`config.mk`:
```
export PLATFORM = sky130hd
export DESIGN_NAME = mem_arbiter
export DESIGN_NICKNAME = d
export VERILOG_FILES = /design/src/rtl/core_pkg.sv /design/src/rtl/arb_wdog.sv /design/src/rtl/mem_arbiter.sv
export SDC_FILE = /design/constraint.sdc
export NUM_CORES = 1
export LEC_CHECK = 0
export CORE_MARGIN = 8
export CORE_UTILIZATION = 40
export DETAILED_ROUTE_END_ITERATION = 7
export MAX_ROUTING_LAYER = met4
export PLACE_DENSITY = 0.74
export SLEW_MARGIN = 20
export SYNTH_ARGS = -nofsm -noshare
export SYNTH_HDL_FRONTEND = slang
export SYNTH_HIERARCHICAL = 1
export SYNTH_SLANG_ARGS = --single-unit
```
`constraint.sdc`:
```
create_clock -name clk -period 14.1 [get_ports clk]
set_clock_uncertainty 0.1 [all_clocks]
set_input_delay 2.115 -clock clk [delete_from_list [all_inputs] [get_ports clk]]
set_output_delay 2.115 -clock clk [all_outputs]
set_load 0.005 [all_outputs]
```
`src/rtl/core_pkg.sv`:
```
// rtl/core_pkg.sv - shared types and widths for the memory arbiter
package core_pkg;
  localparam int XLEN = 32;
  localparam int BE_W = 4;

  typedef enum logic [1:0] {S_IDLE, S_REQ, S_RESP, S_DONE} state_t;
  typedef enum logic {OWN_FETCH = 1'b0, OWN_DATA = 1'b1} owner_t;
endpackage

```
`src/rtl/arb_wdog.sv`:
```
// rtl/arb_wdog.sv - loadable, clearable up-counter with terminal-count compare
module arb_wdog #(
  parameter int W = 16
) (
  input  logic         clk,
  input  logic         rst,
  input  logic         clr,
  input  logic         load,
  input  logic [W-1:0] load_val,
  input  logic         en,
  input  logic [W-1:0] tc_val,
  output logic         tc
);
  logic [W-1:0] cnt_q, cnt_d;

  always_comb begin
    cnt_d = cnt_q;
    if (clr) begin
      cnt_d = '0;
    end else if (load) begin
      cnt_d = load_val;
    end else if (en) begin
      cnt_d = cnt_q + 1'b1;
    end
  end

  always_ff @(posedge clk or posedge rst) begin
    if (rst) begin
      cnt_q <= '0;
    end else begin
      cnt_q <= cnt_d;
    end
  end

  // Compare the registered count so the tc output never depends on clr.
  assign tc = (cnt_q == tc_val);
endmodule

```
`src/rtl/mem_arbiter.sv`:
```
// rtl/mem_arbiter.sv - single-outstanding fetch/data arbiter for one memory bus
module mem_arbiter
  import core_pkg::*;
#(
  parameter int MAX_DSTREAK = 4,
  parameter int TIMEOUT     = 64
) (
  input  logic            clk,
  input  logic            rst,
  input  logic            if_req,
  input  logic [XLEN-1:0] if_addr,
  output logic            if_valid,
  output logic [XLEN-1:0] if_rdata,
  input  logic            d_req,
  input  logic            d_we,
  input  logic [BE_W-1:0] d_be,
  input  logic [XLEN-1:0] d_addr,
  input  logic [XLEN-1:0] d_wdata,
  output logic            d_valid,
  output logic [XLEN-1:0] d_rdata,
  output logic            mem_req,
  output logic            mem_we,
  output logic [BE_W-1:0] mem_be,
  output logic [XLEN-1:0] mem_addr,
  output logic [XLEN-1:0] mem_wdata,
  input  logic            mem_gnt,
  input  logic            mem_rvalid,
  input  logic [XLEN-1:0] mem_rdata,
  output logic            err,
  output logic            err_src
);
  localparam int              WD_W       = 16;
  localparam logic [WD_W-1:0] WD_TC      = (TIMEOUT == 0) ? '0 : WD_W'(TIMEOUT - 1);
  localparam logic [7:0]      STREAK_MAX = 8'(MAX_DSTREAK);

  state_t state_q, state_d;
  owner_t owner_q, owner_d;
  logic [7:0] streak_q, streak_d;
  logic mem_req_q, mem_req_d, mem_we_q, mem_we_d;
  logic [BE_W-1:0] mem_be_q, mem_be_d;
  logic [XLEN-1:0] mem_addr_q, mem_addr_d, mem_wdata_q, mem_wdata_d;
  logic if_valid_q, if_valid_d, d_valid_q, d_valid_d;
  logic [XLEN-1:0] if_rdata_q, if_rdata_d, d_rdata_q, d_rdata_d;
  logic err_q, err_d, err_src_q, err_src_d;
  logic grant_data, finish, wd_tc, wd_fire, wd_en, wd_clr;
  logic [XLEN-1:0] fin_data;

  assign wd_en   = (state_q == S_REQ) || (state_q == S_RESP);
  assign wd_clr  = (state_d != state_q);
  assign wd_fire = (TIMEOUT != 0) && wd_tc;

  arb_wdog #(.W(WD_W)) u_wdog (
    .clk      (clk),
    .rst      (rst),
    .clr      (wd_clr),
    .load     (1'b0),
    .load_val ('0),
    .en       (wd_en),
    .tc_val   (WD_TC),
    .tc       (wd_tc)
  );

  always_comb begin
    state_d     = state_q;
    owner_d     = owner_q;
    streak_d    = streak_q;
    mem_req_d   = mem_req_q;
    mem_we_d    = mem_we_q;
    mem_be_d    = mem_be_q;
    mem_addr_d  = mem_addr_q;
    mem_wdata_d = mem_wdata_q;
    if_valid_d  = 1'b0;
    d_valid_d   = 1'b0;
    if_rdata_d  = if_rdata_q;
    d_rdata_d   = d_rdata_q;
    err_d       = err_q;
    err_src_d   = err_src_q;
    finish      = 1'b0;
    fin_data    = '0;
    // Fetch wins a contested grant only once data has used up its streak.
    grant_data  = d_req && !(if_req && (streak_q == STREAK_MAX));

    unique case (state_q)
      S_IDLE: begin
        if (d_req || if_req) begin
          state_d     = S_REQ;
          owner_d     = grant_data ? OWN_DATA : OWN_FETCH;
          mem_req_d   = 1'b1;
          mem_we_d    = grant_data ? d_we : 1'b0;
          mem_be_d    = grant_data ? d_be : {BE_W{1'b1}};
          mem_addr_d  = grant_data ? d_addr : if_addr;
          mem_wdata_d = grant_data ? d_wdata : '0;
          if (grant_data && if_req) begin
            streak_d = (streak_q < STREAK_MAX) ? streak_q + 8'd1 : streak_q;
          end else begin
            streak_d = '0;
          end
        end
      end
      S_REQ: begin
        if (mem_gnt) begin
          state_d   = S_RESP;
          mem_req_d = 1'b0;
        end else if (wd_fire) begin
          mem_req_d = 1'b0;
          err_d     = 1'b1;
          err_src_d = owner_q;
          finish    = 1'b1;
        end
      end
      S_RESP: begin
        if (mem_rvalid) begin
          finish   = 1'b1;
          fin_data = mem_we_q ? '0 : mem_rdata;
        end else if (wd_fire) begin
          err_d     = 1'b1;
          err_src_d = owner_q;
          finish    = 1'b1;
        end
      end
      S_DONE: state_d = S_IDLE;
    endcase

    if (finish) begin
      state_d = S_DONE;
      if (owner_q == OWN_DATA) begin
        d_valid_d = 1'b1;
        d_rdata_d = fin_data;
      end else begin
        if_valid_d = 1'b1;
        if_rdata_d = fin_data;
      end
    end
  end

  always_ff @(posedge clk or posedge rst) begin
    if (rst) begin
      state_q     <= S_IDLE;
      owner_q     <= OWN_FETCH;
      streak_q    <= '0;
      mem_req_q   <= 1'b0;
      mem_we_q    <= 1'b0;
      mem_be_q    <= '0;
      mem_addr_q  <= '0;
      mem_wdata_q <= '0;
      if_valid_q  <= 1'b0;
      d_valid_q   <= 1'b0;
      if_rdata_q  <= '0;
      d_rdata_q   <= '0;
      err_q       <= 1'b0;
      err_src_q   <= 1'b0;
    end else begin
      state_q     <= state_d;
      owner_q     <= owner_d;
      streak_q    <= streak_d;
      mem_req_q   <= mem_req_d;
      mem_we_q    <= mem_we_d;
      mem_be_q    <= mem_be_d;
      mem_addr_q  <= mem_addr_d;
      mem_wdata_q <= mem_wdata_d;
      if_valid_q  <= if_valid_d;
      d_valid_q   <= d_valid_d;
      if_rdata_q  <= if_rdata_d;
      d_rdata_q   <= d_rdata_d;
      err_q       <= err_d;
      err_src_q   <= err_src_d;
    end
  end

  assign mem_req   = mem_req_q;
  assign mem_we    = mem_we_q;
  assign mem_be    = mem_be_q;
  assign mem_addr  = mem_addr_q;
  assign mem_wdata = mem_wdata_q;
  assign if_valid  = if_valid_q;
  assign if_rdata  = if_rdata_q;
  assign d_valid   = d_valid_q;
  assign d_rdata   = d_rdata_q;
  assign err       = err_q;
  assign err_src   = err_src_q;
endmodule

```
==> impl_metrics.env <==
export IMPL_status="finished clean"
export IMPL_coreArea_sq_um=17800
export IMPL_fill_cells=1552
export IMPL_final_setup_viol_count=0
export IMPL_synth_top_flop_cell="dfrtp_1"
export IMPL_mostFrequentLayoutCells="clkdlybuf4s50_1, dfrtp_1, nand2_1"
export IMPL_ys_ff_latch=165
export IMPL_power_density_nw_per_um2=177
export IMPL_clkPwrFrac_pct=25.3
export IMPL_min_period_ns=4.11
export IMPL_ys_warn_count=6
export IMPL_cts_resized=0
export IMPL_h_tree_depth=4
export IMPL_boundaryPins=277
export IMPL_cts_buffers=17
export IMPL_synth_async_reset_ratio_pct=100
export IMPL_die_w_um=150
export IMPL_p_sw_mw=0.618
export IMPL_multi_input_area_sq_um=2950
export IMPL_dp_slack_ns=9.52
export IMPL_cts_clk_slew_worst_paths_ns=0.07
export IMPL_rsz0062_at_grt="no"
export IMPL_wl_um=20100
export IMPL_ant_nets=0
export IMPL_fin_tns_setup_ns=0
export IMPL_slew_headroom_pct=40.9
export IMPL_grt_pass1_vias=6079
export IMPL_swShare_pct=32.1
export IMPL_port_buffers=276
export IMPL_crit_arrival_ns=4.36
export IMPL_wl_per_cell_um=16.5
export IMPL_endpoint_kind="register"
export IMPL_initial_core_util_pct=40.4
export IMPL_antenna_diode_count=0
export IMPL_die_y_um=150
export IMPL_drive_gt1_share_pct=6.26
export IMPL_grt_usage_pct=18.3
export IMPL_p_leak_nw=4.62
export IMPL_viasPerCell=4.82
export IMPL_finalCritPeriodShare_pct=29.2
export IMPL_cap_violations=0
export IMPL_hp_class="reg -> reg"
export IMPL_insertion_delay_ns=0.41
export IMPL_syn_inst=682
export IMPL_synth_edf_count=0
export IMPL_crit_path_start_kind="primary input"
export IMPL_p_comb_share_pct=36.6
export IMPL_grt_overflow_total=0
export IMPL_cts_tree="done"
export IMPL_power_frac_seq_pct=38.2
export IMPL_final_common_cell="clkdlybuf4s50_1"
export IMPL_syn_area_per_cell_sq_um=10.5
export IMPL_cts_path_max_buffers=2
export IMPL_first_pass_iters=4
export IMPL_syn2layout_area_growth_pct=51.5
export IMPL_finalWorstSetupSlack_ns=9.99
export IMPL_intPower_mw=1.31
export IMPL_seq_area_sq_um=4130
export IMPL_design_die_area_sq_um=22500
export IMPL_grt_start_max_net_pins=96
export IMPL_grt_pass1_wl_um=31700
export IMPL_vias=5878
export IMPL_antenna_found_initial=0
export IMPL_clock_fmax_mhz=243
export IMPL_tightest_slew_ns=0.887
export IMPL_post_dp_hpwl_um=14600
export IMPL_initialDrtViolationCount=228
export IMPL_rows=49
export IMPL_drc=0
export IMPL_cts_sinks=165
export IMPL_post_cts_setup_buffers=0
export IMPL_ys_seq_area_share_pct=57.6
export IMPL_crit_type="in -> reg"
export IMPL_hold_viol=0
export IMPL_place_gp_congestion=0.794
export IMPL_nets=1123
export IMPL_root_buffer="clkbuf_16"
export IMPL_report_final_slew_viol_count=0
export IMPL_cp_max_fo=34
export IMPL_hold_buffers=0
export IMPL_ir_drop_v=0.0000839
export IMPL_syn_area_sq_um=7170
export IMPL_cp_required_ns=14.35
export IMPL_synth_cell_types=46
## power by group through the flow
stage          Clock (mW)  Sequential, mW  Combinational (mW)
2_1_floorplan           0           0.730               0.333
6_report            0.486           0.734               0.703
5_1_grt             0.520           0.755               0.770
3_5_place_dp            0           0.740               0.714
3_3_place_gp            0           0.736               0.700
4_1_cts             0.499           0.736               0.715
## cell families (layout without fill, tap and decap cells)
group,count (synthesis),in the layout,synth area share [%]
adders and majority gates,6,6,1.05
xor gates and xnor gates,29,29,3.54
AOI/OAI and AO/OA,171,171,15.1
muxes,36,36,5.06
DFF,165,165,57.6
other,2,39,0.105
and+or+nand+nor,213,213,13.8
buffers and inverters,60,331,3.84
## cells in the mapped netlist (all sizes together) (6+ instances only)
library cell	number	area, sq um
nor2	55	206
nor3	6	30.0
inv	15	56.3
ha	6	75.1
clkbuf	32	131
dfrtp	165	4130
and2	6	37.5
a22o	33	289
nand4	9	92.6
nand2	116	435
nor4	8	87.6
mux2i	34	340
xnor2	28	245
buf	12	83.8
a211oi	10	90.1
o21ai	73	365
a21oi	39	195
## cell type report
class / count / area share [%]
flip-flops and latches: 165 / 38.0
multi-input cells: 494 / 27.2
repair buffers: 284 / 26.0
clock buffers: 17 / 3.91
well taps: 229 / 2.64
clock inverters: 14 / 1.74
inverters: 16 / 0.599
## layer usage
layer | wire length (um) | track usage, %
met1 | 8540 | 21.4
met3 | 1220 | 4.23
met5 | 0 | -
met2 | 10100 | 30.9
met4 | 263 | 5.40
## final timing paths
kind | from | endpoint | slack, ns | cells past startpoint
max in group asynchronous | rst | d_rdata[31] | 10.45 | 3
hold reg to reg | err | err | 0.37 | 1
setup / recovery | d_req | mem_wdata[23] | 9.99 | 6
min in group asynchronous | rst | u_wdog/cnt_q[5] | 2.13 | 2
setup reg to reg | u_wdog/cnt_q[6] | d_rdata[9] | 11.28 | 8
hold / removal | err | err | 0.37 | 1
## state kept, by name, indices dropped and copies added, names as in the netlist
name	cells
err_src	1
mem_req	1
d_rdata	32
u_wdog/cnt_q	16
owner_q	1
mem_we	1
streak_q	8
err	1
state_q	2
mem_wdata	32
if_rdata	32
if_valid	1
mem_addr	32
d_valid	1
mem_be	4
## worst max-delay path, stage by stage
cell and delay, ns:
clkdlybuf4s50_1 0.56, inv_1 0.10, a41oi_4 0.17, buf_4 0.48, and2_2 0.68, a22o_1 0.24
## per-stage QoR
stage	power, mW	hold slack [ns]	utilization [%]	instance area [sq um]	std cells
6_report	1.92	0.369	61.1	10900	1219
5_1_grt	2.05	0.404	61.1	10900	1219
4_1_cts	1.95	0.377	61.1	10900	1219
3_5_place_dp	1.45	0.360	57.7	10300	1188
3_3_place_gp	1.44	0.352	57.7	10300	1188
2_1_floorplan	1.06	0.359	-	7310	719
Note: power is estimated with default switching activity, not from simulation.
==> variant 1 (config.mk and constraints unchanged) <==
Make the reset (`rst`) synchronous in 2 clocked blocks.
--- a/src/rtl/arb_wdog.sv
+++ b/src/rtl/arb_wdog.sv
@@ -24,7 +24,7 @@
     end
   end
 
-  always_ff @(posedge clk or posedge rst) begin
+  always_ff @(posedge clk) begin
     if (rst) begin
       cnt_q <= '0;
     end else begin
--- a/src/rtl/mem_arbiter.sv
+++ b/src/rtl/mem_arbiter.sv
@@ -133,7 +133,7 @@
     end
   end
 
-  always_ff @(posedge clk or posedge rst) begin
+  always_ff @(posedge clk) begin
     if (rst) begin
       state_q     <= S_IDLE;
       owner_q     <= OWN_FETCH;
Check against the original RTL: differs if rst is asserted again (counterexample within 4 cycles, from zero or initial values and one cycle with rst high); with rst held inactive, the same outputs for 4 cycles.
==> variant 1 against the original RTL <==
Sequential cell count unchanged; sequential share of layout area is 6.7 points lower; wire length up 6.3%; design area down 2.9%; synthesized area shrank 3.0%; core utilization rose by 0.34 points; count of clock-buffer cells in the layout increased by 1; setup slack worse by 0.097 ns; critical path type unchanged; largest cell class is now multi-input gates; highest routed layer unchanged.
Power is not compared: it rests on default switching activity, and its combinational part moved more than twofold at a synthesized area within 25%.
==> variant 1: results <==
[drt]
dr_wl_met2_um = 10100
dr_iter_0_viols = 305
wl_met3_um = 1550
m1WireLength_um = 9320
routed_wl_per_cell_um = 16.1
via_count = 6551
drt-pass1-iter-count = 5
top_signal_layer_used = met4

[global_routing]
antenna_found_initial = 0
grt_pass1_wl_um = 33300
globalRouteMet1Util_pct = 22.5
globalRouteTotalUtil_pct = 19.5
grt_util_met3_pct = 6.18
grt_start_max_net_pins = 80
grt_pass1_vias = 6406
grt.met2_usage_pct = 31.4

[yosys]
yosysUniqueCellTypes = 51
synth_top_cells_by_count = dfxtp_1, a21oi_1, nor2_1
ys_seq_area_share_pct = 47.5
synth-async-reset-ratio_pct = 0
synth_area_leaders = dfxtp_1, a21oi_1, nand2b_1, nand3_1, nor2_1
synth-warning-count = 6

[layout]
fillers = 1567
storage_cell_area_um2 = 3300
layout_nets = 1233
drive_above_1_share_pct = 5.36
diodes = 0

[worst_setup_path]
reg2reg_slack_ns = 10.88
critical_path_arrival_ns = 4.42
regToRegStartpoint = u_wdog/cnt_q[0]
crit_start = rst
critical_path_peak_fanout = 79

[clock_network]
path_clk_slew_ns = 0.06
cts_setup_buffers = 0
clk_root_buffer_cell = clkbuf_16
clock_tree.buffer_depth = 2
cts_htree_levels = 4
worst_skew_pair.late_latency_ns = 0.43
cts_made_buffers = 17
post_cts.resized_instances = 0

[power_and_ir_drop]
p_leak_nw = 3.70
power.ir.vdd_worst_mv = 0.0930
seq-power_uw = 551
cellInternalPower_uw = 961
sw_frac_of_total_pct = 28.7
combPwrFrac_pct = 23.4

[worst_hold_path]
hold_path_startpoint = err
worstHoldPathType = reg -> reg

[place]
routabilityCongestion = 0.818
port_buffers = 276
place_area_um2 = 9950
dp_hpwl_um = 15200

[sta]
timing_worst_slew_pin_value_ns = 0.847
hold_viol_final = 0
worst_hold_slack_ns = 0.348

[run_status]
run_status = finished clean
==> variant 1: changes by cell type after synthesis, sizes merged, moves of 48 or more <==
cell | before | now
nand3 | 4 | 68
dfrtp | 165 | 0
dfxtp | 0 | 165
o21ai | 73 | 19
nand2b | 2 | 64
a21oi | 39 | 87
==> variant 1: cell families (layout without fill, tap and decap cells) <==
family / count (synthesis) / in the layout / synth area share, %
simple gates: 333 / 333 / 24.2
compound gates: 193 / 193 / 17.9
flops: 165 / 165 / 47.5
buf+inv: 85 / 332 / 4.84
xor+xnor: 31 / 31 / 3.90
fa+ha+maj: 6 / 6 / 1.08
mux: 3 / 3 / 0.432
other cells: 2 / 37 / 0.108
==> variant 1: critical path, stage by stage <==
cell and delay, ns:
buf_4 0.54, buf_4 0.76, inv_1 0.19, o311ai_0 0.21
o211ai_1 0.22, a22o_1 0.27
==> variant 1: area by class of cell <==
| class | count | area share (%) |
|---|---|---|
| multi-input cells | 603 | 32.9 |
| flip-flops and latches | 165 | 31.3 |
| repair buffers | 284 | 26.7 |
| clock buffers | 18 | 4.16 |
| well taps | 225 | 2.67 |
| clock inverters | 13 | 1.65 |
| inverters | 17 | 0.604 |
==> variant 1: worst paths after layout <==
check	depth (start not counted)	end
hold / removal	2	err
hold reg to reg	2	err
setup / recovery	6	streak_q[2]
setup reg to reg	10	u_wdog/cnt_q[15]
==> variant 1: through the flow <==
| step | setup slack, ns | std cells |
|---|---|---|
| 2_1_floorplan | 10.14 | 853 |
| 3_3_place_gp | 9.53 | 1294 |
| 3_5_place_dp | 9.48 | 1294 |
| 4_1_cts | 9.92 | 1325 |
| 5_1_grt | 9.72 | 1325 |
| 6_report | 9.89 | 1325 |
==> variant 2 (same flow settings) <==
Made on the original files. `BE_W`: 4 -> 6.
--- a/src/rtl/core_pkg.sv
+++ b/src/rtl/core_pkg.sv
@@ -1,7 +1,7 @@
 // rtl/core_pkg.sv - shared types and widths for the memory arbiter
 package core_pkg;
   localparam int XLEN = 32;
-  localparam int BE_W = 4;
+  localparam int BE_W = 6;
 
   typedef enum logic [1:0] {S_IDLE, S_REQ, S_RESP, S_DONE} state_t;
   typedef enum logic {OWN_FETCH = 1'b0, OWN_DATA = 1'b1} owner_t;
Interface: changed (resized d_be and mem_be); port bits go from 277 to 281. No check against the original RTL was run, so the function may have changed too.
==> variant 2 against the original RTL <==
Critical path depth shrank 1; core utilization rose by 0.55 points; worst hold slack better by 0.010 ns; design area up 1.2%; count of clock-buffer cells in the layout grew 1; power up 2.1%; first-iteration DRC count grew 28%; setup slack gained 0.095 ns; wire length is 8.6% higher; synthesized area rose by 0.92%; sequential cell count rose by 2; critical path type unchanged; critical endpoint is now streak_q[0]; highest routed layer unchanged.
==> variant 2: results <==
[yosys]
synth_area_per_cell_um2 = 10.6
synth_area_leaders = dfrtp_1, nand2_1, o21ai_0, mux2i_1, a22o_1
synth_top_cells_by_count = dfrtp_1, nand2_1, o21ai_0

[place]
place_area_um2 = 10400
port_buffers = 280
routabilityCongestion = 0.805
dp_hpwl_um = 15900

[power_and_ir_drop]
power.ir.vdd_worst_mv = 0.0929
sw_frac_of_total_pct = 32.4
seq_power_share_pct = 38.0

[run_status]
run_status = finished clean

[layout]
drive_above_1_share_pct = 6.30
n_multi_input_combinational_cell = 496
final-instance-count-excl-fill = 1231
fillers = 1504
signal_buffer_area_fraction_pct = 26.2
clock_buffers = 18
diodes = 2
synthToLayoutAreaGrowth_pct = 52.0
area_occupied_by_multi_input_gates_um2 = 2970
layout_nets = 1135
seq-cell-share_pct = 38.0
fraction_of_area_in_multi_input_gates_pct = 27.0
layout.clock.cell_area_share_pct = 5.66
nonClockBufferCount = 290

[global_routing]
grt_start_max_net_pins = 73
grt_pass1_wl_um = 33300
antenna_found_initial = 2
globalRouteTotalUtil_pct = 19.5

[worst_setup_path]
regToRegStartpoint = u_wdog/cnt_q[5]
critical_path_arrival_ns = 4.22
worst_r2r_endpoint = if_rdata[12]
critical_path_peak_fanout = 72
cpMaxStageDelayCell = clkdlybuf4s50_1

[drt]
routed_wl_per_cell_um = 17.7
dr_iter_0_viols = 292
via_count = 5979

[sta]
worst_hold_slack_ns = 0.379

[worst_hold_path]
hold_path_startpoint = d_rdata[23]
worst_hold_path.num_cells = 2
hold_end = d_rdata[23]

[clock_network]
clock_sink_count = 167
[variant 2: worst max-delay path by stage]
stage,startpoint,to,slack [ns],cells past startpoint
2_1_floorplan,rst,d_rdata[0],7.82,1
3_3_place_gp,if_req,streak_q[0],9.68,5
3_5_place_dp,if_req,streak_q[0],9.62,5
4_1_cts,if_req,streak_q[0],10.07,5
5_1_grt,if_req,streak_q[0],9.89,5
6_report,if_req,streak_q[0],10.08,5
[variant 2: per-layer routing]
layer,global-route usage (%),vias to the layer above,wire [um]
met2,31.3,184,11000
met4,7.15,0,466
met1,23.4,2839,9000
met3,4.66,21,1340
met5,-,-,0
li1,-,2935,-
[variant 2: kinds of logic after synthesis]
| logic type | share of synthesized area [%] |
|---|---|
| and+or+nand+nor | 13.7 |
| AOI/OAI and AO/OA | 15.2 |
| DFF | 57.7 |
| buffers and inverters | 3.78 |
| muxes | 5.01 |
| xor gates and xnor gates | 3.51 |
| adders and majority gates | 1.04 |
| other | 0.104 |
